$ cat src/rtl/immgen_pipe.sv
// ============================================================================
// Module   : immgen_pipe
// Purpose  : RV32I/RVC immediate generator with output register + skid buffer
// Revision : 1.0
// ============================================================================
`default_nettype none

module immgen_pipe #(
  parameter int XLEN   = 32,
  parameter bit RVC_EN = 1'b1
) (
  input  logic            clk_i,
  input  logic            rst_ni,
  input  logic            flush_i,
  input  logic            valid_i,
  output logic            ready_o,
  input  logic [31:0]     instr_i,
  output logic            valid_o,
  input  logic            ready_i,
  output logic [XLEN-1:0] imm_o,
  output logic [2:0]      fmt_o,
  output logic            is_c_o,
  output logic            illegal_o
);

  localparam logic [2:0] c_FMT_R   = 3'd0;
  localparam logic [2:0] c_FMT_I   = 3'd1;
  localparam logic [2:0] c_FMT_S   = 3'd2;
  localparam logic [2:0] c_FMT_B   = 3'd3;
  localparam logic [2:0] c_FMT_U   = 3'd4;
  localparam logic [2:0] c_FMT_J   = 3'd5;
  localparam logic [2:0] c_FMT_C   = 3'd6;
  localparam logic [2:0] c_FMT_ILL = 3'd7;
  localparam int         c_DW      = XLEN + 5;

  // State bit 1 = OUT valid, bit 0 = SKID valid.
  typedef enum logic [1:0] {
    S_EMPTY = 2'b00,
    S_ONE   = 2'b10,
    S_FULL  = 2'b11
  } state_t;

  logic [31:0]     w_imm32;
  logic [2:0]      w_fmt;
  logic            w_is_c;
  logic            w_illegal;
  logic [XLEN-1:0] w_imm;
  logic [c_DW-1:0] w_dec;

  always_comb begin
    w_imm32   = '0;
    w_fmt     = c_FMT_R;
    w_illegal = 1'b0;
    w_is_c    = (instr_i[1:0] != 2'b11);
    if (!w_is_c) begin
      case (instr_i[6:0])
        7'b0110011: w_fmt = c_FMT_R;
        7'b0010011, 7'b0000011, 7'b1100111: begin
          w_fmt   = c_FMT_I;
          w_imm32 = {{20{instr_i[31]}}, instr_i[31:20]};
        end
        7'b0100011: begin
          w_fmt   = c_FMT_S;
          w_imm32 = {{20{instr_i[31]}}, instr_i[31:25], instr_i[11:7]};
        end
        7'b1100011: begin
          w_fmt   = c_FMT_B;
          w_imm32 = {{19{instr_i[31]}}, instr_i[31], instr_i[7], instr_i[30:25],
                     instr_i[11:8], 1'b0};
        end
        7'b0110111, 7'b0010111: begin
          w_fmt   = c_FMT_U;
          w_imm32 = {instr_i[31:12], 12'b0};
        end
        7'b1101111: begin
          w_fmt   = c_FMT_J;
          w_imm32 = {{11{instr_i[31]}}, instr_i[31], instr_i[19:12], instr_i[20],
                     instr_i[30:21], 1'b0};
        end
        default: w_illegal = 1'b1;
      endcase
    end else if (!RVC_EN) begin
      w_illegal = 1'b1;
    end else begin
      w_fmt = c_FMT_C;
      // Index is {quadrant, funct3}; all-zero halfword falls into the default.
      case ({instr_i[1:0], instr_i[15:13]})
        5'b01_000, 5'b01_010:
          w_imm32 = {{26{instr_i[12]}}, instr_i[12], instr_i[6:2]};
        5'b01_001, 5'b01_101:
          w_imm32 = {{20{instr_i[12]}}, instr_i[12], instr_i[8], instr_i[10:9],
                     instr_i[6], instr_i[7], instr_i[2], instr_i[11], instr_i[5:3], 1'b0};
        5'b01_110, 5'b01_111:
          w_imm32 = {{23{instr_i[12]}}, instr_i[12], instr_i[6:5], instr_i[2],
                     instr_i[11:10], instr_i[4:3], 1'b0};
        5'b00_010, 5'b00_110:
          w_imm32 = {25'b0, instr_i[5], instr_i[12:10], instr_i[6], 2'b0};
        5'b10_010:
          w_imm32 = {24'b0, instr_i[3:2], instr_i[12], instr_i[6:4], 2'b0};
        5'b10_110:
          w_imm32 = {24'b0, instr_i[8:7], instr_i[12:9], 2'b0};
        5'b10_100:
          w_imm32 = '0;
        default: w_illegal = 1'b1;
      endcase
    end
    if (w_illegal) begin
      w_imm32 = '0;
      w_fmt   = c_FMT_ILL;
    end
  end

  generate
    if (XLEN > 32) begin : g_sext_wide
      assign w_imm = {{(XLEN-32){w_imm32[31]}}, w_imm32};
    end else begin : g_sext_narrow
      assign w_imm = w_imm32[XLEN-1:0];
    end
  endgenerate

  assign w_dec = {w_imm, w_fmt, w_is_c, w_illegal};

  state_t          r_state;
  state_t          w_state_nxt;
  logic            r_ready;
  logic [c_DW-1:0] r_out_data;
  logic [c_DW-1:0] r_skid_data;
  logic            w_drain;
  logic            w_accept;
  logic            w_load_out;
  logic            w_out_from_skid;
  logic            w_load_skid;

  assign w_drain  = r_state[1] && ready_i;
  assign w_accept = valid_i && r_ready;

  always_comb begin
    w_state_nxt     = r_state;
    w_load_out      = 1'b0;
    w_out_from_skid = 1'b0;
    w_load_skid     = 1'b0;
    if (flush_i) begin
      w_state_nxt = S_EMPTY;
    end else if (w_drain && r_state[0]) begin
      w_state_nxt     = S_ONE;
      w_load_out      = 1'b1;
      w_out_from_skid = 1'b1;
    end else if (w_accept) begin
      if (!r_state[1] || w_drain) begin
        w_state_nxt = S_ONE;
        w_load_out  = 1'b1;
      end else begin
        w_state_nxt = S_FULL;
        w_load_skid = 1'b1;
      end
    end else if (w_drain) begin
      w_state_nxt = S_EMPTY;
    end
  end

  always_ff @(posedge clk_i or negedge rst_ni) begin
    if (!rst_ni) begin
      r_state <= S_EMPTY;
      r_ready <= 1'b1;
    end else begin
      r_state <= w_state_nxt;
      r_ready <= !w_state_nxt[0];
    end
  end

  always_ff @(posedge clk_i or negedge rst_ni) begin
    if (!rst_ni) begin
      r_out_data  <= '0;
      r_skid_data <= '0;
    end else begin
      if (w_load_out) r_out_data <= w_out_from_skid ? r_skid_data : w_dec;
      if (w_load_skid) r_skid_data <= w_dec;
    end
  end

  assign ready_o   = r_ready;
  assign valid_o   = r_state[1];
  assign imm_o     = r_out_data[c_DW-1:5];
  assign fmt_o     = r_out_data[4:2];
  assign is_c_o    = r_out_data[1];
  assign illegal_o = r_out_data[0];

endmodule

`default_nettype wire
$ cat config.mk
export PLATFORM = sky130hd
export DESIGN_NAME = immgen_pipe
export DESIGN_NICKNAME = d
export VERILOG_FILES = /design/src/rtl/immgen_pipe.sv
export SDC_FILE = /design/constraint.sdc
export NUM_CORES = 1
export LEC_CHECK = 0
export CAP_MARGIN = 20
export CORE_AREA = 2 2 87 89
export CTS_BUF_LIST = sky130_fd_sc_hd__clkbuf_2
export DETAILED_ROUTE_END_ITERATION = 10
export DIE_AREA = 0 0 89 91
export GPL_ROUTABILITY_DRIVEN = 0
export PLACE_DENSITY = 0.87
export SLEW_MARGIN = 0
export SYNTH_ARGS = -nofsm -noshare
export SYNTH_HDL_FRONTEND = slang
export SYNTH_SLANG_ARGS = --single-unit
$ cat constraint.sdc
create_clock -name clk_i -period 4.64 [get_ports clk_i]
set_clock_uncertainty 0.2 [all_clocks]
set_input_delay 0.696 -clock clk_i [delete_from_list [all_inputs] [get_ports clk_i]]
set_output_delay 0.696 -clock clk_i [all_outputs]
set_load 0.02 [all_outputs]
Yosys cells after proc, flatten, opt, wreduce, memory -nomap -nowiden

Index checks and enable logic that the tools add are counted.

Input bits: 37
Bits in registers: 77

Eq/ne operators: 21
Reductions and logical operators: 15
Multiplexer cells: 26

Operators by type and width:

| cell                                           | number |
|---|---|
| one-hot mux 32 bit (6 select lines)            | 1 |
| one-hot mux 32 bit (5 select lines)            | 1 |
| two-way mux 32 bit                             | 2 |
| two-way mux 37 bit                             | 1 |
| == test 5 x 4 -> 1 bit (second input constant) | 6 |
| == test 7 x 6 -> 1 bit (second input constant) | 3 |
| == test 7 bit (second input constant)          | 3 |
| == test 5 bit (second input constant)          | 3 |
| one-hot mux 3 bit (5 select lines)             | 1 |
| == test 7 x 5 -> 1 bit (second input constant) | 2 |
| two-way mux 1 bit                              | 14 |
| OR reduction 11 bit                            | 1 |
| OR reduction 2 bit                             | 5 |
| OR reduction 9 bit                             | 1 |
| two-way mux 2 bit                              | 4 |
| == test 7 x 2 -> 1 bit (second input constant) | 1 |
| two-way mux 3 bit                              | 2 |
| == test 5 x 2 -> 1 bit (second input constant) | 1 |
| == test 5 x 3 -> 1 bit (second input constant) | 1 |
| nonzero test 4 bit                             | 1 |
| logical AND 1 bit                              | 3 |
| OR reduction 3 bit                             | 1 |
| logical NOT 1 bit                              | 2 |
| inequality test 2 bit (second input constant)  | 1 |
| logical OR 1 bit                               | 1 |

Longest topological paths before layout

Gate-level depths: netlist of the first run.

Depth in word-level cells: 7
Gate-level depth with buffers: 8

Worst setup path before layout of the first run

OpenSTA, ideal clock, no wires.

Path kind: input -> register
Start point: input port instr_i[0]
End point: register r_skid_data[12]
Setup slack: 2.459 ns
Arrival time: 1.856 ns
Setup time: 0.125 ns
Stages on the path: 6
Data required time: 4.315 ns
Path through: buf_2 -> nand2_2 -> o22ai_2 -> a222oi_1 -> nand3_1 -> mux2_2

Word-level cells in the longest chain between the ends: 5
Elaborated cells between the ends (all ways): 36

RTL lines:

| item                                                              | line | text |
|---|---|---|
| start: declaration                                                | 17   | `input logic [31:0] instr_i,` |
| == test 7 x 5 -> 1 bit, or another cell as far along              | 56   | `case (instr_i[6:0])` |
| OR reduction 3 bit, or another cell as far along                  | 56   |  |
| one-hot mux 32 bit (5 select lines), or another cell as far along | 56   |  |
| two-way mux 32 bit / two-way mux 1 bit (equally long branches)    | 55   | `if (!w_is_c) begin` |
| two-way mux 32 bit *                                              | 107  | `if (w_illegal) begin` |
| end signal: assignment                                            | 177  | `if (w_load_skid) r_skid_data <= w_dec;` |
| end: declaration                                                  | 127  | `logic [c_DW-1:0] r_skid_data;` |

Every way passes the cells marked *; elsewhere a longest branch is shown, timed or not.
A chain may end at the register's enable or synchronous reset.

Worst setup path in the final report of the first run

Start point: input port instr_i[6]
End point: register r_out_data[27]

Word-level cells in the longest chain between the ends: 6
Elaborated cells between the ends (all ways): 18

RTL lines:

| item                                                                            | line | text |
|---|---|---|
| == test 7 x 5 -> 1 bit, or another cell as far along                            | 56   |  |
| OR reduction 3 bit, or another cell as far along                                | 56   |  |
| one-hot mux 32 bit (5 select lines) / two-way mux 1 bit (equally long branches) | 56   |  |
| two-way mux 32 bit / two-way mux 1 bit (equally long branches)                  | 55   |  |
| two-way mux 32 bit *                                                            | 107  |  |
| two-way mux 37 bit *                                                            | 176  | `if (w_load_out) r_out_data <= w_out_from_skid ? r_skid_data : w_dec;` |
| end signal: assignment                                                          | 176  |  |
| end: declaration                                                                | 126  | `logic [c_DW-1:0] r_out_data;` |

Marks and branches as above.

==> results of run 1 <==
-- final cells by class --
class | count | area (µm²) | area share, %
timing repair buffer | 81 | 820.8 | 16.26
sequential | 77 | 1928 | 38.19
clock buffer | 11 | 55.05 | 1.090
inverter | 7 | 26.28 | 0.5204
multi-input combinational | 360 | 2019 | 40.00
clock inverter | 5 | 75.07 | 1.487
tap | 99 | 123.9 | 2.454
-- registers in the layout, summed over array words and instances (netlist names) --
signal / count
r_out_data: 37
r_skid_data: 37
r_state: 2
ready_o: 1
-- cells in the mapped netlist, drive strengths merged, types with 2 or more instances --
cell,count,area (µm²)
o21ai,82,410.4
dfrtp,76,1902
nand2,69,261.5
nor2,67,254.0
a221oi,24,235.2
clkbuf,24,92.59
a21oi,22,113.9
and2,16,100.1
nor2b,14,87.58
buf,12,67.56
inv,7,26.28
nand2b,6,37.54
nand3,6,30.03
and3,5,31.28
o22ai,5,37.53
nor3,4,20.02
mux2,3,33.78
a211oi,2,20.02
a21boi,2,15.01
a21o,2,15.01
a222oi,2,20.02
a31oi,2,12.51
a32o,2,20.02
nand3b,2,27.53
o221ai,2,23.77
or2,2,12.51
-- critical path: cells and delay by family --
kind                   cells  cell delay, ns
AOI/OAI and AO/OA          3            1.25
buffers and inverters      1            0.68
and+or+nand+nor            1            0.67
-- cell families (layout without fill, tap and decap cells) --
kind of cell / after synthesis / count (layout) / synth area share [%]
multiplexers: 4 / 4 / 1.062
AO/OA/AOI/OAI: 157 / 157 / 24.79
buffers and inverters: 43 / 104 / 4.521
flip-flops: 77 / 77 / 46.75
AND/OR/NAND/NOR: 199 / 199 / 22.88
-- worst max-delay path by stage --
stage / start / end / cells past startpoint
2_1_floorplan: instr_i[0] / r_skid_data[12] / 6
3_3_place_gp: instr_i[5] / r_skid_data[25] / 5
3_5_place_dp: instr_i[6] / r_skid_data[25] / 5
4_1_cts: instr_i[6] / r_skid_data[25] / 5
5_1_grt: instr_i[6] / r_skid_data[33] / 5
6_report: instr_i[6] / r_out_data[27] / 5
-- layer usage --
metal,part of all wire [%],up-vias
li1,-,1804
met1,42,1831
met2,48,204
met3,6.8,41
met4,3.5,0
met5,0,-
-- power by group through the flow --
stage                     clock network, mW  logic [mW]  registers (mW)
after floorplan                           0       0.199           0.955
after CTS                             0.412       0.543           0.864
after global routing                  0.436       0.590           0.878
after detailed placement                  0       0.538           0.877
after global placement                    0       0.527           0.870
final                                 0.411       0.546           0.862
-- stage by stage --
step / setup slack, ns / hold WS [ns] / area (µm²) / util, % / instances
after CTS: 1.628 / 0.1206 / 5006 / 70.14 / 638
after global placement: 1.211 / 0.2526 / 4876 / 68.32 / 622
after detailed placement: 1.100 / 0.2632 / 4876 / 68.32 / 622
after global routing: 1.389 / 0.1753 / 5049 / 70.74 / 640
final: 1.584 / 0.06426 / 5049 / 70.74 / 640
after floorplan: 2.459 / 0.2004 / 4124 / - / 480
==> impl_metrics.py, run 1 <==
metrics = {
    "detailed_routing": {
        "route.detailed.drc": 0,
        "wire_per_inst_um": 17.27,
        "ant_nets": 0,
        "first_iter_violations": 414,
        "wl_um": 11050,
        "vias": 3880,
        "vias_per_cell": 6.063,
        "first_pass_iters": 5,
    },
    "cts": {
        "cts-buffers-inserted": 9,
        "cts_tree": "done",
        "root_buffer": "clkbuf_2",
        "cts.clk_slew.worst_paths_ns": 0.21,
        "postCtsSetupBuffers": 0,
        "htree_levels": 3,
        "cts.sinks": 77,
        "postCtsResizedCells": 0,
        "clock_latency_ns": 0.52,
        "clockBufferDepth": 2,
        "cts-hold-fix-buffers": 0,
    },
    "sta": {
        "maxSlewHeadroom_pct": 35.55,
        "tns_ns": 0,
        "fin_crit_ns": 3.056,
        "max_freq_mhz": 327.2,
        "tightest_slew_ns": 0.9667,
        "slew_viol_final": 0,
        "finalCritPeriodShare_pct": 65.87,
        "rsz0062_at_grt": "false",
        "hold_viol_final": 0,
        "setup_viol": 0,
    },
    "grt": {
        "grt_pass1_wl_um": 17860,
        "grt_use_met3_pct": 3.727,
        "use_met1_pct": 40.10,
        "grt_pass1_vias": 3686,
        "grt_antenna_before_repair": 0,
        "grt_max_degree": 78,
        "use_met2_pct": 43.41,
        "grt_most_used_layer": "met2",
        "gr-usage-all-layers_pct": 28.13,
        "overflow": 0,
    },
    "setup_path": {
        "path_cells": "clkdlybuf4s50_1 > or4_4 > a31oi_1 > o21ai_0 > a21oi_1",
        "regToRegSetupSlack_ns": 2.34,
        "ff2ff_path_depth": 5,
        "worstSetupPathType": "input port to flop",
        "crit_path_start_kind": "input port",
        "cp-end-kind": "flop",
        "critPathSlowestCell": "a31oi_1",
        "cpPeakStageDelay_ns": 0.73,
        "r2r-start": "r_state[1]",
        "worstPathRequired_ns": 4.89,
        "r2r-end": "r_out_data[4]",
        "cp_max_fo": 15,
        "arrival_ns": 3.31,
    },
    "flow_run": {
        "cap_violations": 0,
    },
    "floorplanning": {
        "core-area_um2": 7137,
        "die_area_um2": 8099,
        "ios": 76,
        "start_util_pct": 57.78,
        "die_h_um": 91,
        "die_x_um": 89,
        "fp-row-count": 31,
    },
    "pwr": {
        "ir_drop_v": 0.0002457,
        "clkPwrFrac_pct": 22.6,
        "leakage_nw": 2.120,
        "switching_share_pct": 32.87,
        "p_total_mw": 1.819,
        "seq_power_share_pct": 47.4,
        "internal_power_mw": 1.221,
        "switching_power_mw": 0.5978,
        "power_density_nw_per_um2": 360.2,
        "power_frac_comb_pct": 30.0,
    },
    "cells_and_area": {
        "fillers": 562,
        "nNetsFinal": 573,
        "diodes": 0,
        "layout_common_cells": "o21ai_0, dfrtp_1, clkdlybuf4s50_1",
        "synthToLayoutAreaGrowth_pct": 22.42,
        "drive_gt1_share_pct": 8.318,
    },
    "synth": {
        "synth-edff-count": 0,
        "ys_types": 58,
        "synthCells": 480,
        "synthesis.nets": 517,
        "synth_area_um2": 4124,
        "syn_avg_cell_area_um2": 8.592,
        "yosysSeqAreaShare_pct": 46.75,
        "synth.ff_latch_count": 77,
        "synth_warnings": 0,
        "synthArstFlopShare_pct": 100.0,
        "synth_flop_cell": "dfrtp_1",
    },
    "placement": {
        "io_buffers": 75,
        "dpl.hpwl_um": 7404,
    },
    "run_status": {
        "status": "complete, no violations",
    },
    "hold_path": {
        "hold_class": "input port to asynchronous set/reset pin",
    },
}
(Power assumes the default switching activity.)
==> run 2, diff against run 1 <==
--- a/config.mk
+++ b/config.mk
@@ -6,12 +6,12 @@
 export NUM_CORES = 1
 export LEC_CHECK = 0
 export CAP_MARGIN = 20
-export CORE_AREA = 2 2 87 89
+export CORE_AREA = 2 2 91 93
 export CTS_BUF_LIST = sky130_fd_sc_hd__clkbuf_2
 export DETAILED_ROUTE_END_ITERATION = 10
-export DIE_AREA = 0 0 89 91
+export DIE_AREA = 0 0 93 95
 export GPL_ROUTABILITY_DRIVEN = 0
-export PLACE_DENSITY = 0.87
+export PLACE_DENSITY = 0.8
 export SLEW_MARGIN = 0
 export SYNTH_ARGS = -nofsm -noshare
 export SYNTH_HDL_FRONTEND = slang
==> constraint.sdc (replaced) <==
create_clock -name clk_i -period 3.1 [get_ports clk_i]
set_clock_uncertainty 0.2 [all_clocks]
set_input_delay 0.465 -clock clk_i [delete_from_list [all_inputs] [get_ports clk_i]]
set_output_delay 0.465 -clock clk_i [all_outputs]
set_load 0.02 [all_outputs]
==> impl_metrics.py, run 2 (synthesis gave the netlist of run 1 again) <==
metrics = {
    "grt": {
        "grt_pass1_wl_um": 17460,
        "overflow": 0,
        "gr-usage-all-layers_pct": 25.16,
        "grt_max_degree": 78,
        "grt_pass1_vias": 3535,
        "grt_antenna_before_repair": 0,
    },
    "setup_path": {
        "worstSetupPathDepth": 6,
        "crit_path_start_kind": "input port",
        "arrival_ns": 2.82,
        "cp_max_fo": 21,
        "crit_buf_inv": 1,
        "cp-end-kind": "flop",
        "critPathTopFamily": "compound AO/OA/AOI/OAI gates",
        "ff2ff_path_depth": 5,
        "critPathSlowestCell": "o221ai_2",
        "worstPathRequired_ns": 3.34,
        "cpPeakStageDelay_ns": 0.68,
        "path_cells": "clkdlybuf4s50_1 > nor2_2 > o21ai_1 > o221ai_2 > o21ai_0 > a221oi_1",
        "worstSetupPathType": "input port to flop",
    },
    "sta": {
        "rsz0062_at_grt": "false",
        "hold_viol_final": 0,
        "whs_ns": 0.3033,
        "fin_ws_ns": 0.5248,
        "tightest_slew_ns": 0.9518,
        "tns_ns": 0,
        "maxSlewHeadroom_pct": 36.54,
        "finalCritPeriodShare_pct": 83.07,
        "fin_crit_ns": 2.575,
        "setup_viol": 0,
        "max_freq_mhz": 388.3,
        "slew_viol_final": 0,
    },
    "pwr": {
        "leakage_nw": 2.165,
        "switching_share_pct": 33.08,
        "switching_power_mw": 0.9052,
        "power_frac_comb_pct": 30.0,
        "ir_drop_v": 0.0003027,
        "p_total_mw": 2.736,
        "power_density_nw_per_um2": 533.3,
        "seq_power_share_pct": 47.1,
        "clkPwrFrac_pct": 22.9,
        "internal_power_mw": 1.831,
    },
    "cts": {
        "clockBufferDepth": 2,
        "postCtsSetupBuffers": 0,
        "root_buffer": "clkbuf_2",
        "cts-hold-fix-buffers": 1,
        "postCtsResizedCells": 0,
        "cts.sinks": 77,
        "cts_tree": "done",
        "clock_latency_ns": 0.54,
        "cts-buffers-inserted": 9,
        "htree_levels": 3,
        "cts.clk_slew.worst_paths_ns": 0.20,
    },
    "floorplanning": {
        "core-area_um2": 7928,
        "ios": 76,
        "start_util_pct": 52.02,
        "fp-row-count": 33,
        "die_h_um": 95,
        "die_area_um2": 8835,
        "die_x_um": 93,
    },
    "cells_and_area": {
        "fin_util_pct": 64.73,
        "drive_gt1_share_pct": 10.14,
        "synthToLayoutAreaGrowth_pct": 24.42,
        "largestRegisters": "r_out_data (37), r_skid_data (37), r_state (2)",
        "diodes": 0,
        "layout_common_cells": "o21ai_0, dfrtp_1, clkdlybuf4s50_1",
        "fillers": 685,
        "nNetsFinal": 584,
        "fin_cells": 657,
        "final_area_um2": 5131,
    },
    "placement": {
        "io_buffers": 75,
        "dpl.hpwl_um": 7700,
        "dp_slack_ns": -0.0003841,
        "numPlacedInstances": 640,
        "placed_cell_area_um2": 4986,
    },
    "flow_run": {
        "cap_violations": 0,
    },
    "detailed_routing": {
        "first_pass_iters": 6,
        "wl_um": 10800,
        "wire_per_inst_um": 16.43,
        "vias": 3878,
        "ant_nets": 0,
        "route.detailed.drc": 0,
        "vias_per_cell": 5.903,
        "first_iter_violations": 380,
    },
    "hold_path": {
        "whs_path_depth": 2,
        "hold_class": "flop to flop",
    },
    "run_status": {
        "status": "complete, no violations",
    },
}
## run 2: cell type report
| class | instances | area [µm²] | share of cell area, % |
|---|---|---|---|
| clock buffer | 9 | 45.04 | 0.8778 |
| clock inverter | 7 | 90.09 | 1.756 |
| inverter | 7 | 26.28 | 0.5121 |
| multi-input combinational | 360 | 2019 | 39.36 |
| sequential | 77 | 1928 | 37.58 |
| tap | 105 | 131.4 | 2.560 |
| timing repair buffer | 92 | 890.9 | 17.36 |
## run 2: per-layer routing
layer | track usage [%] | part of all wire [%]
met1 | 36.53 | 43
met2 | 37.38 | 46
met3 | 3.831 | 7.6
met4 | 11.27 | 2.9
met5 | 0 | 0
## run 2: final timing paths
path / startpoint / endpoint / slack (ns)
worst max-delay path: instr_i[6] / r_out_data[36] / 0.52
worst max register to register: ready_o / r_out_data[7] / 0.93
min in group asynchronous: rst_ni / r_out_data[33] / 0.38
max in group asynchronous: rst_ni / r_out_data[25] / 1.70
worst min register to register: r_skid_data[2] / r_skid_data[2] / 0.30
worst min-delay path: r_skid_data[2] / r_skid_data[2] / 0.30
## run 2: worst register-to-register path, stage by stage, from the launching register on
cell      delay (ns)
dfstp_2         0.57
nand2_1         0.14
a211oi_4        0.60
buf_12          0.28
nor2_1          0.07
a221oi_1        0.22
## run 2: power groups by stage
stage	combinational (mW)	clock (mW)	sequential, mW
6_report	0.822	0.627	1.29
5_1_grt	0.893	0.669	1.31
4_1_cts	0.827	0.641	1.29
3_5_place_dp	0.822	0	1.31
3_3_place_gp	0.805	0	1.30
2_1_floorplan	0.297	0	1.43
==> run 3, diff against run 2 <==
==> constraint.sdc (replaced) <==
create_clock -name clk_i -period 2.58 [get_ports clk_i]
set_clock_uncertainty 0.2 [all_clocks]
set_input_delay 0.387 -clock clk_i [delete_from_list [all_inputs] [get_ports clk_i]]
set_output_delay 0.387 -clock clk_i [all_outputs]
set_load 0.02 [all_outputs]
==> impl_metrics.py, run 3 (synthesis gave the netlist of run 1 again) <==
metrics = {
    "run_status": {
        "status": "complete, no violations",
    },
    "setup_path": {
        "crit_buf_inv": 1,
        "worstSetupPathDepth": 1,
        "regToRegSetupSlack_ns": 0.63,
        "path_cells": "clkdlybuf4s50_1",
        "crit_path_start_kind": "flop",
        "critPathSlowestCell": "clkdlybuf4s50_1",
        "cpPeakStageDelay_ns": 0.59,
        "cp_max_fo": 2,
        "arrival_ns": 1.66,
        "r2r-end": "r_out_data[5]",
        "ff2ff_path_depth": 5,
        "critPathTopFamily": "buffers and inverters",
        "crit_end": "ready_o",
        "r2r-start": "ready_o",
        "worstSetupPathType": "flop to output pin",
        "worstPathRequired_ns": 1.99,
        "cp-end-kind": "output pin",
        "crit_start": "ready_o",
    },
    "sta": {
        "max_freq_mhz": 444.2,
        "setup_viol": 0,
        "finalCritPeriodShare_pct": 87.26,
        "tightest_slew_ns": 0.6270,
        "rsz0062_at_grt": "false",
        "maxSlewHeadroom_pct": 58.20,
        "fin_crit_ns": 2.251,
        "whs_ns": 0.1719,
        "slew_viol_final": 0,
        "tns_ns": 0,
        "hold_viol_final": 0,
    },
    "cells_and_area": {
        "layout_common_cells": "o21ai_0, dfrtp_1, clkdlybuf4s50_1",
        "diodes": 0,
        "synthToLayoutAreaGrowth_pct": 26.61,
        "nNetsFinal": 599,
        "fin_cells": 672,
        "fin_util_pct": 65.86,
        "drive_gt1_share_pct": 12.52,
        "fillers": 678,
        "largestRegisters": "r_out_data (37), r_skid_data (37), r_state (2)",
    },
    "pwr": {
        "power_density_nw_per_um2": 598.1,
        "p_total_mw": 3.123,
        "ir_drop_v": 0.0002874,
        "leakage_nw": 2.224,
    },
    "detailed_routing": {
        "route.detailed.drc": 0,
        "first_pass_iters": 6,
        "vias": 4008,
        "ant_nets": 0,
        "first_iter_violations": 422,
        "wl_um": 11220,
        "vias_per_cell": 5.964,
        "wire_per_inst_um": 16.70,
    },
    "grt": {
        "grt_max_degree": 71,
        "grt_pass1_vias": 3844,
        "overflow": 0,
        "grt_antenna_before_repair": 0,
        "grt_pass1_wl_um": 18770,
        "gr-usage-all-layers_pct": 26.87,
    },
    "placement": {
        "io_buffers": 75,
        "dpl.hpwl_um": 7894,
        "numPlacedInstances": 655,
    },
    "cts": {
        "cts.clk_slew.worst_paths_ns": 0.21,
        "clockBufferDepth": 2,
        "cts-buffers-inserted": 9,
        "htree_levels": 3,
        "clock_latency_ns": 0.52,
        "cts.sinks": 77,
        "postCtsSetupBuffers": 0,
        "cts_tree": "done",
        "root_buffer": "clkbuf_2",
    },
    "floorplanning": {
        "die_h_um": 95,
        "die_x_um": 93,
        "die_area_um2": 8835,
        "ios": 76,
        "fp-row-count": 33,
        "start_util_pct": 52.02,
        "core-area_um2": 7928,
    },
    "flow_run": {
        "cap_violations": 0,
    },
    "hold_path": {
        "hold_class": "input port to asynchronous set/reset pin",
    },
}
[run 3: cell types whose count changed in the layout (fill, tap and decap cells not counted), sizes merged]
cell | before | now
buf | 17 | 32
bufinv | 2 | 0
clkinv | 4 | 5
clkinvlp | 1 | 2
[run 3: layout make-up]
class,instances,area [µm²],area share [%]
Timing Repair Buffer,107,1028,19.70
Tap cell,105,131.4,2.516
Clock buffer,9,45.04,0.8627
Sequential cell,77,1928,36.93
Multi-Input combinational cell,360,2019,38.68
Clock inverter,7,42.54,0.8148
Inverter,7,26.28,0.5032
[run 3: metal layers]
metal  vias up  routed length [µm]  GRT usage (%)
met1      1918                4721          37.20
met5         -                   0              0
met3        21                 968          5.427
li1       1853                   -              -
met4         0                 224          9.436
met2       216                5307          42.33
[run 3: where the power goes]
| group | leakage, nW | switching (mW) | internal, mW |
|---|---|---|---|
| sequential | 0.963 | 0.126 | 1.42 |
| combinational | 1.21 | 0.538 | 0.479 |
| clock | 0.0551 | 0.436 | 0.120 |
[run 3: timing repair]
item / 4_1_cts / 5_1_grt
gates resized for setup: 0 / 0
hold buffers: 1 / 0
hold endpoints to repair: 42 / 0
[run 3: worst min path at each step]
stage / start / to / cells past startpoint
floorplan: rst_ni / r_out_data[0] / 0
global placement: rst_ni / r_out_data[33] / 1
detailed placement: rst_ni / r_skid_data[33] / 1
CTS: rst_ni / r_out_data[9] / 2
global route: rst_ni / r_skid_data[33] / 2
finish: rst_ni / r_skid_data[33] / 2
[run 3: metrics by stage]
stage,area (µm²),worst slack [ns]
2_1_floorplan,4124,0.6263
3_3_place_gp,5124,0.05206
3_5_place_dp,5124,-0.01092
4_1_cts,5221,0.2896
5_1_grt,5221,0.2566
6_report,5221,0.3287
